<file path="config.mk">
export PLATFORM = sky130hd
export DESIGN_NAME = wb_arbiter
export DESIGN_NICKNAME = d
export VERILOG_FILES = /design/src/rtl/wb_arbiter.sv
export SDC_FILE = /design/constraint.sdc
export NUM_CORES = 1
export LEC_CHECK = 0
export CORE_MARGIN = 10
export CORE_UTILIZATION = 46
export DETAILED_ROUTE_END_ITERATION = 16
export GPL_TIMING_DRIVEN = 0
export PLACE_DENSITY_LB_ADDON = 0.3
export SETUP_SLACK_MARGIN = 0.2
export SLEW_MARGIN = 10
export SYNTH_ARGS = -nofsm -noshare
export SYNTH_HDL_FRONTEND = slang
export SYNTH_SLANG_ARGS = --single-unit
export TNS_END_PERCENT = 10
</file>
<file path="constraint.sdc">
create_clock -name clk -period 2.5 [get_ports clk]
set_clock_uncertainty 0.1 [all_clocks]
set_input_delay 0.375 -clock clk [delete_from_list [all_inputs] [get_ports clk]]
set_output_delay 0.375 -clock clk [all_outputs]
set_load 0.01 [all_outputs]
</file>
<file path="src/rtl/wb_arbiter.sv">
// wb_arbiter: two-channel round-robin register write arbiter with pending-write scoreboard
// Ports: clk/rst clock and sync active-high reset; a_*/b_* valid/ready write channels (ALU, load unit);
// alloc_valid/alloc_addr mark a destination pending; flush clears all pending marks;
// we/waddr/wdata registered regfile write port; q_addr1/q_addr2 -> q_busy1/q_busy2 pending status.
module wb_arbiter #(
    parameter int DATA_W = 32,
    parameter int ADDR_W = 5
) (
    input  logic              clk,
    input  logic              rst,
    input  logic              a_valid,
    output logic              a_ready,
    input  logic [ADDR_W-1:0] a_addr,
    input  logic [DATA_W-1:0] a_data,
    input  logic              b_valid,
    output logic              b_ready,
    input  logic [ADDR_W-1:0] b_addr,
    input  logic [DATA_W-1:0] b_data,
    input  logic              alloc_valid,
    input  logic [ADDR_W-1:0] alloc_addr,
    input  logic              flush,
    output logic              we,
    output logic [ADDR_W-1:0] waddr,
    output logic [DATA_W-1:0] wdata,
    input  logic [ADDR_W-1:0] q_addr1,
    input  logic [ADDR_W-1:0] q_addr2,
    output logic              q_busy1,
    output logic              q_busy2
);
    localparam int N = 2 ** ADDR_W;
    logic              last_b;
    logic              acc;
    logic [ADDR_W-1:0] acc_addr;
    logic [DATA_W-1:0] acc_data;
    logic [N-1:0]      busy;
    logic [N-1:0]      busy_nxt;
    // last_b records the winner of the most recent contested cycle; the other channel wins the next one
    always_comb begin
        a_ready  = !rst && a_valid && (!b_valid || last_b);
        b_ready  = !rst && b_valid && (!a_valid || !last_b);
        acc      = a_ready || b_ready;
        acc_addr = a_ready ? a_addr : b_addr;
        acc_data = a_ready ? a_data : b_data;
        busy_nxt = busy;
        if (acc) busy_nxt[acc_addr] = 1'b0;
        if (alloc_valid) busy_nxt[alloc_addr] = 1'b1;
        if (flush) busy_nxt = '0;
        busy_nxt[0] = 1'b0;
    end
    assign q_busy1 = busy[q_addr1];
    assign q_busy2 = busy[q_addr2];
    always_ff @(posedge clk) begin
        if (rst) begin
            last_b <= 1'b1;
            we     <= 1'b0;
            waddr  <= '0;
            wdata  <= '0;
            busy   <= '0;
        end else begin
            if (a_valid && b_valid) last_b <= b_ready;
            we   <= acc && (acc_addr != '0);
            busy <= busy_nxt;
            if (acc) begin
                waddr <= acc_addr;
                wdata <= acc_data;
            end
        end
    end
endmodule

</file>
==> out/qor.yml <==
finish:
  layout_common_cells: "122 x clkdlybuf4s50_1, 106 x nand2_1, 74 x nor2_1, 55 x dfxtp_1, 37 x o21ai_0"
  fin_nets: 736
  final_common_cell: "clkdlybuf4s50_1"
  synthToLayoutAreaGrowth_pct: 42.15
  fin_cells: 754
  drive_gt1_frac: 0.1424
  fill_cells: 744
  n_antenna_cell: 0
synth:
  ys.flop_type: "dfxtp_1"
  syn_area_um2: 4043
  ys_seq_area_frac: 0.3466
  synth-edff-count: 0
  async_flop_share: 0
  ys_types: 46
  syn_nets: 598
  avgSynthCellArea_um2: 8.037
  ys.warnings.count: 0
  ys_seq_elements: 70
  synth_cells: 503
floorplan:
  start_util: 0.4681
  rows: 34
  die_area_um2: 12940
  io_pins: 137
  core_um2: 8636
  die_x_um: 113.7
  die_y_um: 113.7
routing:
  ant_nets: 0
  drtPass1Iterations: 7
  wl_per_cell_um: 19.38
  drt_wl_total_um: 14610
  route.detailed.drc: 0
  drt-vias-per-instance: 5.969
  drtIter0Drc: 336
  dr_total_vias: 4501
clock_tree:
  cts_buffers: 9
  clk-insertion-delay-late_ps: 340
  clk_pin_slew_ps: 80
  clock_path_buffers: 2
  hold_buffers: 0
  tritoncts: "built"
  cts.sinks: 70
  cts_max_level: 3
  cts-root-buf: "clkbuf_8"
sta:
  rsz0062_at_grt: "true"
  max_slew_margin: 0.3251
  final-max-slew-violation-count: 0
  setup_slack_ps: 28.74
  whs_ps: 381.2
  fmax_mhz: 404.7
  tightest_slew_ps: 1010
  period_minus_slack_ps: 2471
  setup_viol: 0
  period_share: 0.9885
  hold_viol_final: 0
grt:
  grt_pass1_vias: 4447
  grtUsageTotal: 0.2189
  grt_pass1_wl_um: 22890
  grt_max_degree: 13
  antenna_found_initial: 0
  overflow: 0
job:
  drv_cap: 0
hold_path:
  hp-class: "input port to flop"
  hold_end: "busy[31]"
  min_path_cells: 4
  hp-start: "rst"
critical_path:
  critPathLaunchType: "flop"
  r2r_start: "last_b"
  r2r_slack_ps: 510
  crit_required_ps: 2030
  critPathArrivalTime_ps: 2000
  r2r_end: "busy[12]"
  crit_type: "flop to output pin"
  critPathMaxFanout: 3
  end_kind: "output pin"
  reg2regPathDepth: 5
placement:
  dp_slack_ps: -412.0
  dp_cells: 738
  io_buffers: 127
  place_hpwl_um: 11080
  routabilityCongestion: 0.9794
status:
  status: "finished, final reports clean"
power:
  p_leak_nw: 2.072
  ir_drop_uv: 311.0
  power_density_nw_per_um2: 507.1
-- stage by stage --
step                instance area (um2)  total power [mW]  utilization  TNS, ps
floorplan                          4043             1.501            -        0
global placement                   5449             1.826       0.6310    -4755
detailed placement                 5449             1.839       0.6310    -6071
CTS                                5692             2.897       0.6591        0
global route                       5747             2.998       0.6655   -13.50
finish                             5747             2.914       0.6655        0
-- worst max-delay path, cell delays in order (launching register included) --
cell	delay, ps
dfxtp_2	330
mux4_2	470
and4bb_2	240
or4_4	470
buf_6	130
-- timing repair --
item | 4_1_cts | 5_1_grt
resized for setup | 35 | 23
cloned | 0 | 0
pin swaps | 4 | 3
setup endpoints to repair | 5 | 41
setup buffers | 0 | 0
-- synthesized netlist by cell type, types with 2 or more instances --
library cell  number  area [um2]
a211oi_1           4       30.03
or4_1              3       22.52
nand3_1            4       20.02
nor3_1             3       15.01
mux4_1             8       210.2
or3b_2             4       35.03
buf_4              3       22.52
clkbuf_1          23       86.33
and4b_1            2       20.02
and3b_1            3       26.28
nand4_1            6       37.54
nor2b_1           10       62.56
and4bb_2           2       25.02
inv_1              3       11.26
nand4b_1           6       52.55
nand3b_1           7       52.55
o21ai_0           37       185.2
mux2_1             2       22.52
dfxtp_1           70        1401
and3_1             4       25.02
a311oi_1          36       315.3
nand2_1          106       397.9
a21oi_1            5       25.02
buf_1              3       11.26
mux4_2             6       135.1
nor3b_1            4       30.03
a2111oi_0          2       17.52
a221oi_1           2       17.52
buf_2              5       25.02
buf_6              7       78.83
o211ai_1           2       15.01
a31oi_1           31       193.9
a2bb2oi_1          3       26.28
nor2_1            75       281.5
-- kinds of logic after synthesis --
group | share of synthesized area
AND/OR/NAND/NOR | 0.2854
AO/OA/AOI/OAI | 0.2179
flip-flops | 0.3466
buffers and inverters | 0.05911
multiplexers | 0.09099
-- state kept, by name (all words and copies together), names as in the netlist --
name	flops
busy	31
last_b	1
waddr	5
wdata	32
we	1
-- how the worst max path moves through the flow --
| stage | from | to | cells after the start |
|---|---|---|---|
| 2_1_floorplan | q_addr1[2] | q_busy1 | 5 |
| 3_3_place_gp | a_valid | a_ready | 7 |
| 3_5_place_dp | a_valid | a_ready | 7 |
| 4_1_cts | busy[23] | q_busy2 | 4 |
| 5_1_grt | busy[19] | q_busy1 | 4 |
| 6_report | busy[19] | q_busy1 | 4 |
-- cell type report --
cell class                 count  area, um2  area share
clock buffer                  11      151.4     0.02634
tap                          108      135.1     0.02351
clock inverter                 5      81.33     0.01415
multi-input combinational    388       2449      0.4261
timing repair buffer         127       1264      0.2199
sequential                    70       1420      0.2471
inverter                       4      17.52    0.003048
buffer                        41      229.0     0.03984
-- report_power, final --
group | switching (mW) | internal, mW | leakage (nW)
Clock | 0.468 | 0.617 | 0.116
Sequential | 0.0283 | 1.17 | 0.581
Combinational | 0.311 | 0.323 | 1.38
Total | 0.807 | 2.11 | 2.07
-- metal layers --
metal	routed length (um)	vias up	global-route usage
li1	-	2124	-
met1	5467	2086	0.2423
met2	6992	249	0.3692
met3	1778	42	0.09291
met4	373	0	0.07360
met5	0	-	0
No activity file was read; power rests on OpenSTA's default activity.
